### src/rtl/agu_addr_pipe.sv
// Two-stage AGU address pipeline: E1 captures issued ops, E2 holds the effective address
// and alignment result, and its contents are decoded to the SAQ, load port or exception report.
module agu_addr_pipe #(
    parameter int unsigned WIDTH = 5
) (
    input  logic              i_clk,
    input  logic              i_rst_n,
    input  logic              i_valid,
    output logic              o_ready,
    input  logic [31:0]       i_base,
    input  logic [31:0]       i_imm,
    input  logic [WIDTH-1:0]  i_tag,
    input  logic              i_store,
    input  logic [1:0]        i_size,
    input  logic              i_flush,
    output logic              o_saq_en,
    output logic [31:0]       o_saq_addr,
    output logic [WIDTH-1:0]  o_saq_tag,
    output logic              o_ld_valid,
    input  logic              i_ld_ready,
    output logic [31:0]       o_ld_addr,
    output logic [WIDTH-1:0]  o_ld_tag,
    output logic [1:0]        o_ld_size,
    output logic              o_exc_valid,
    output logic [WIDTH-1:0]  o_exc_tag,
    output logic [31:0]       o_exc_addr
);

    typedef enum logic [1:0] {
        SZ_BYTE = 2'b00,
        SZ_HALF = 2'b01,
        SZ_WORD = 2'b10,
        SZ_ILL  = 2'b11
    } size_e;

    logic              r_e1_v;
    logic [31:0]       r_e1_base;
    logic [31:0]       r_e1_imm;
    logic [WIDTH-1:0]  r_e1_tag;
    logic              r_e1_st;
    size_e             r_e1_size;

    logic              r_e2_v;
    logic [31:0]       r_e2_addr;
    logic [WIDTH-1:0]  r_e2_tag;
    logic              r_e2_st;
    size_e             r_e2_size;
    logic              r_e2_mis;

    logic [31:0]       w_sum;
    logic              w_mis;
    logic              w_e2_adv;
    logic              w_e1_load;

    // Carry out of the sum is dropped on purpose: address wrap is legal.
    always_comb begin
        w_sum = r_e1_base + r_e1_imm;
        w_mis = 1'b0;
        case (r_e1_size)
            SZ_BYTE: w_mis = 1'b0;
            SZ_HALF: w_mis = w_sum[0];
            SZ_WORD: w_mis = |w_sum[1:0];
            default: w_mis = 1'b1;
        endcase
    end

    // Only a pending, unaccepted load can hold E2; SAQ and exception paths always drain.
    assign w_e2_adv  = !r_e2_v || r_e2_st || r_e2_mis || i_ld_ready;
    assign w_e1_load = !r_e1_v || w_e2_adv;
    assign o_ready   = !i_flush && w_e1_load;

    always_ff @(posedge i_clk or negedge i_rst_n) begin
        if (!i_rst_n) begin
            r_e1_v    <= 1'b0;
            r_e1_base <= '0;
            r_e1_imm  <= '0;
            r_e1_tag  <= '0;
            r_e1_st   <= 1'b0;
            r_e1_size <= SZ_BYTE;
        end else if (i_flush) begin
            r_e1_v <= 1'b0;
        end else if (w_e1_load) begin
            r_e1_v <= i_valid;
            if (i_valid) begin
                r_e1_base <= i_base;
                r_e1_imm  <= i_imm;
                r_e1_tag  <= i_tag;
                r_e1_st   <= i_store;
                r_e1_size <= size_e'(i_size);
            end
        end
    end

    always_ff @(posedge i_clk or negedge i_rst_n) begin
        if (!i_rst_n) begin
            r_e2_v    <= 1'b0;
            r_e2_addr <= '0;
            r_e2_tag  <= '0;
            r_e2_st   <= 1'b0;
            r_e2_size <= SZ_BYTE;
            r_e2_mis  <= 1'b0;
        end else if (i_flush) begin
            r_e2_v <= 1'b0;
        end else if (w_e2_adv) begin
            r_e2_v <= r_e1_v;
            if (r_e1_v) begin
                r_e2_addr <= w_sum;
                r_e2_tag  <= r_e1_tag;
                r_e2_st   <= r_e1_st;
                r_e2_size <= r_e1_size;
                r_e2_mis  <= w_mis;
            end
        end
    end

    assign o_saq_en    = r_e2_v &&  r_e2_st && !r_e2_mis;
    assign o_ld_valid  = r_e2_v && !r_e2_st && !r_e2_mis;
    assign o_exc_valid = r_e2_v &&  r_e2_mis;

    // Stale E2 data is masked so every field reads 0 while the stage is empty.
    assign o_saq_addr = r_e2_v ? r_e2_addr : '0;
    assign o_saq_tag  = r_e2_v ? r_e2_tag  : '0;
    assign o_ld_addr  = r_e2_v ? r_e2_addr : '0;
    assign o_ld_tag   = r_e2_v ? r_e2_tag  : '0;
    assign o_ld_size  = r_e2_v ? r_e2_size : '0;
    assign o_exc_addr = r_e2_v ? r_e2_addr : '0;
    assign o_exc_tag  = r_e2_v ? r_e2_tag  : '0;

endmodule

### config.mk
export PLATFORM = sky130hd
export DESIGN_NAME = agu_addr_pipe
export DESIGN_NICKNAME = d
export VERILOG_FILES = /design/src/rtl/agu_addr_pipe.sv
export SDC_FILE = /design/constraint.sdc
export NUM_CORES = 1
export LEC_CHECK = 0
export CAP_MARGIN = 15
export CORE_ASPECT_RATIO = 1.1
export CORE_MARGIN = 2
export CORE_UTILIZATION = 52
export DETAILED_ROUTE_END_ITERATION = 16
export PLACE_DENSITY = 0.88
export REMOVE_ABC_BUFFERS = 1
export SLEW_MARGIN = 0
export SYNTH_ARGS = -nofsm -noshare
export SYNTH_HDL_FRONTEND = slang
export SYNTH_SLANG_ARGS = --single-unit
export TNS_END_PERCENT = 20
### constraint.sdc
create_clock -name i_clk -period 5 [get_ports i_clk]
set_input_delay 1 -clock i_clk [delete_from_list [all_inputs] [get_ports i_clk]]
set_output_delay 1 -clock i_clk [all_outputs]
set_load 0.03 [all_outputs]
[After elaboration in Yosys (flattened, before gate mapping)]
Cells that the tools add are included.
Word-level totals
  bits of input ports: 77
  output and inout port bits: 117
  register bits after elaboration: 115
  logic and storage cells: 45
Operators by class
  eq/ne operators: 2
  bitwise gates (word level): 1
  muxes and demuxes: 8
  reductions and logical operators: 21
  add/subtract/negate cells: 1
Operators with widths (count)
  $add A32 B32 Y32: 1
  $mux W32: 1
  $logic_and A1 B1 Y1: 6
  $reduce_and A3 Y1: 2
  $logic_not A1 Y1: 5
  $mux W5: 1
  $logic_or A1 B1 Y1: 4
  $mux W1: 4
  $reduce_bool A2 Y1: 2
  $pmux W1 S3: 1
  $eq A2 B1 Y1 const B: 1
  $eq A2 B2 Y1 const B: 1
  $logic_not A2 Y1: 1
  $mux W2: 1
  $reduce_or A2 Y1: 1
  $not A1 Y1: 1

[Logic depth before layout (Yosys ltp)]
  depth in word-level cells: 7
  gate-level depth with buffers: 10
  depth with buffers taken out: 10

[Worst setup path before layout]
Ideal clock, no wire load.
  kind: in2reg
  start point: in i_ld_ready
  end point: reg r_e1_base[0]
  library setup time: 0.125 ns
  path slack: 2.088 ns
  cell stages on the path: 6
  required time: 4.875 ns
  path buffers: 2
  arrival time: 2.788 ns
  path through: nor3_1 > a21oi_1 > and2_1 > clkbuf_1 > clkbuf_1 > mux2_2
Between the ends
  cells in the longest elaborated chain, start to end: 3
RTL lines
  start: declaration: RTL line 20  | input logic i_ld_ready,
  $logic_or A1 B1 Y1: RTL line 68  | assign w_e2_adv = !r_e2_v || r_e2_st || r_e2_mis || i_ld_ready;
  $logic_or A1 B1 Y1: RTL line 69  | assign w_e1_load = !r_e1_v || w_e2_adv;
  $reduce_and A3 Y1 (no source line)
  end signal: assignment: RTL line 85  | r_e1_base <= i_base;
  end: declaration: RTL line 37  | logic [31:0] r_e1_base;
No other way between the ends.
A chain may end at the register's enable or synchronous reset.

[Final worst setup path]
  start point: in i_ld_ready
  end point: out o_ready
Between the ends
  cells in the longest elaborated chain, start to end: 3
RTL lines
  $logic_or A1 B1 Y1: RTL line 68
  $logic_or A1 B1 Y1: RTL line 69
  $logic_and A1 B1 Y1: RTL line 70  | assign o_ready = !i_flush && w_e1_load;
  end: declaration: RTL line 9  | output logic o_ready,
No other way between the ends.

==> qor.yml <==
timing:
  slew_viol_final: 0
  fmax_mhz: 273
  rsz0062_at_grt: "false"
  period_needed_ps: 3660
  hold_violations: 0
  fin_crit_sh: 0.732
  setup_viol: 0
  tightest_slew_ps: 971
  final.setup_skew_ps: 7.31
  maxSlewHeadroom: 0.353
  worst_slack_ps: 1340
  setup_tns_ps: 0
placement:
  post-place-ws_ps: 1320
  routabilityCongestion: 0.865
  portBuffers: 193
  dp_hpwl_um: 11700
clock_network:
  cts-root-buf: "clkbuf_16"
  ctsHoldBuffers: 0
  clock-sinks: 115
  cts_tree: "built"
  htree_levels: 4
  clk_latency_ps: 400
  cts_setup_buffers: 0
  ctsResizeCount: 0
  clock_path_buffers: 2
  clkSlewWorstSetupHoldPaths_ps: 50
  cts_buffers: 17
setup_path:
  arrival_ps: 2660
  path_common_cell: "clkdlybuf4s50_1"
  cp_cell_sequence: "clkdlybuf4s50_1, nor3_1, a21oi_1, clkdlybuf4s50_1"
  end_kind: "output pin"
  cp_max_fo: 5
  critPathKind: "primary input to output pin"
  max_stage_delay_ps: 630
  crit_required_ps: 4000
  crit_path_top_delay_cell: "clkdlybuf4s50_1"
  start_kind: "primary input"
yosys:
  syn_inst: 658
  ys.flop_type: "dfrtp_1"
  synth_edf_count: 0
  synth_top_cell_area_share: 0.431
  synth_top_area_cell: "dfrtp_1"
  syn_avg_cell_area_sq_um: 10.2
  netlist_area_sq_um: 6680
  ys.warnings.count: 0
  yosysUniqueCellTypes: 44
  ys_async_sr_fraction: 1.00
  ys_seq_elements: 115
  yosysSeqAreaShare: 0.431
  yosys-top-cells-area: "dfrtp_1 (43%), mux2_2 (12%), buf_4 (8.3%)"
final_layout:
  final_cell_mix: "clkdlybuf4s50_1 (192), dfrtp_1 (115), nand2_1 (77)"
  nets: 884
  num_antenna_cells: 0
  nFillCells: 949
  area_growth_pct: 32.0
  final_common_cell: "clkdlybuf4s50_1"
  layout-drive-gt1-share: 0.145
drt:
  routed_wl_um: 15600
  met1Wirelength_um: 6450
  viasPerCell: 5.46
  met2WireLength_um: 8260
  routedWlPerCell_um: 16.6
  drcViolationCount: 0
  dr.first_iter.drc_count: 303
  top_layer: "met4"
  vias: 5159
  dr_wl_met3_um: 650
  first_pass_iters: 5
  ant_nets: 0
grt:
  antenna_found_initial: 0
  gr-total-overflow: 0
  grt_pass1_wl_um: 25300
  grt_max_degree: 78
  grt_use_total: 0.231
  grt_pass1_vias: 5079
power_and_ir_drop:
  fin_total_pwr_uw: 3780
  p_comb_frac: 0.330
  ir_worst_vdd_uv: 222
  clockPowerShare: 0.335
  switching_share: 0.324
  power_density_nw_per_um2: 429
  p_leak_uw: 0.00380
  p_int_uw: 2550
  seq_power_share: 0.335
  power_switching_uw: 1230
floorplan:
  io-pin-count: 194
  rows: 43
  die_w_um: 112
  die_y_um: 123
  core_sq_um: 12600
  dieArea_sq_um: 13800
  initial_core_util: 0.531
status:
  outcome: "complete, no violations"
flow_run:
  cap_violations: 0
worst_hold_path:
  worst_hold_path_type: "register to register"
==> metrics by stage <==
step                      std cells  utilization  hold slack, ps  instance area [sq um]
after global routing            945        0.700             474                   8820
after CTS                       944        0.699             463                   8810
after detailed placement        912        0.650             451                   8190
after global placement          912        0.650             447                   8190
final                           945        0.700             458                   8820
after floorplan                 558            -             431                   6020
==> path summary, 6_finish.rpt <==
kind | start | end | slack [ps] | cells past startpoint
min reg2reg | r_e2_addr[14] | r_e2_addr[14] | 460 | 2
min | r_e2_addr[14] | r_e2_addr[14] | 460 | 2
max | i_ld_ready | o_ready | 1340 | 4
max in group asynchronous | i_rst_n | r_e1_base[12] | 3160 | 2
max reg2reg | r_e1_base[0] | r_e2_addr[20] | 1940 | 10
min in group asynchronous | i_rst_n | r_e1_base[9] | 740 | 1
==> final cells by class <==
class                   instances  area (sq um)  area share
clock buffers                  22           464      0.0526
flip-flops and latches        115          2880       0.326
well taps                     157           196      0.0223
inverters                       6          22.5     0.00255
multi-input cells             437          3130       0.355
clock inverters                10           155      0.0176
repair buffers                198          1970       0.223
==> registers in the layout, summed over array words and instances (netlist names), 2 cells and up <==
register,count
r_e2_size,2
r_e1_imm,32
r_e2_tag,5
r_e1_size,2
r_e1_base,32
r_e1_tag,5
r_e2_addr,32
==> cells by family (layout without fill, tap and decap cells) <==
kind of cell | Yosys count | in the layout | synth area share
AND/OR/NAND/NOR | 186 | 186 | 0.138
AO/OA/AOI/OAI | 119 | 119 | 0.111
flip-flops | 115 | 115 | 0.431
buffers and inverters | 106 | 236 | 0.101
multiplexers | 73 | 73 | 0.123
adder cells (fa/ha/maj) | 32 | 32 | 0.0611
XOR/XNOR | 27 | 27 | 0.0354
==> critical path: cells and delay by family <==
| kind | cells | cell delay (ps) |
|---|---|---|
| AO/OA/AOI/OAI | 1 | 180 |
| AND/OR/NAND/NOR | 1 | 460 |
| buffers and inverters | 2 | 1020 |
==> power by group through the flow <==
stage	combinational, uW	sequential [uW]	clock [uW]
final	1250	1270	1270
after global placement	1200	1260	0
after CTS	1250	1270	1280
after global routing	1370	1290	1330
after floorplan	842	1240	0
after detailed placement	1230	1280	0
==> per-layer routing <==
layer / track usage / vias up
met4: 0.0747 / 0
met2: 0.417 / 173
met5: 0 / -
met3: 0.0425 / 20
li1: - / 2456
met1: 0.282 / 2510
==> synthesized netlist by cell type, types with 4 or more instances <==
cell and count:
o21ai_0 41, dfrtp_1 115, nand4_1 10, nand2b_1 5
nand3_1 6, a31oi_1 9, and2_1 43, nor3_1 4
nor2_1 20, xnor2_1 7, o21a_1 6, xor2_1 20
nor2b_1 8, a21o_1 14, buf_4 74, inv_1 6
clkbuf_1 25, a21oi_1 23, ha_1 31, nand2_1 77
mux2_2 73, and3_1 5
Power figures use the tool's default switching activity.
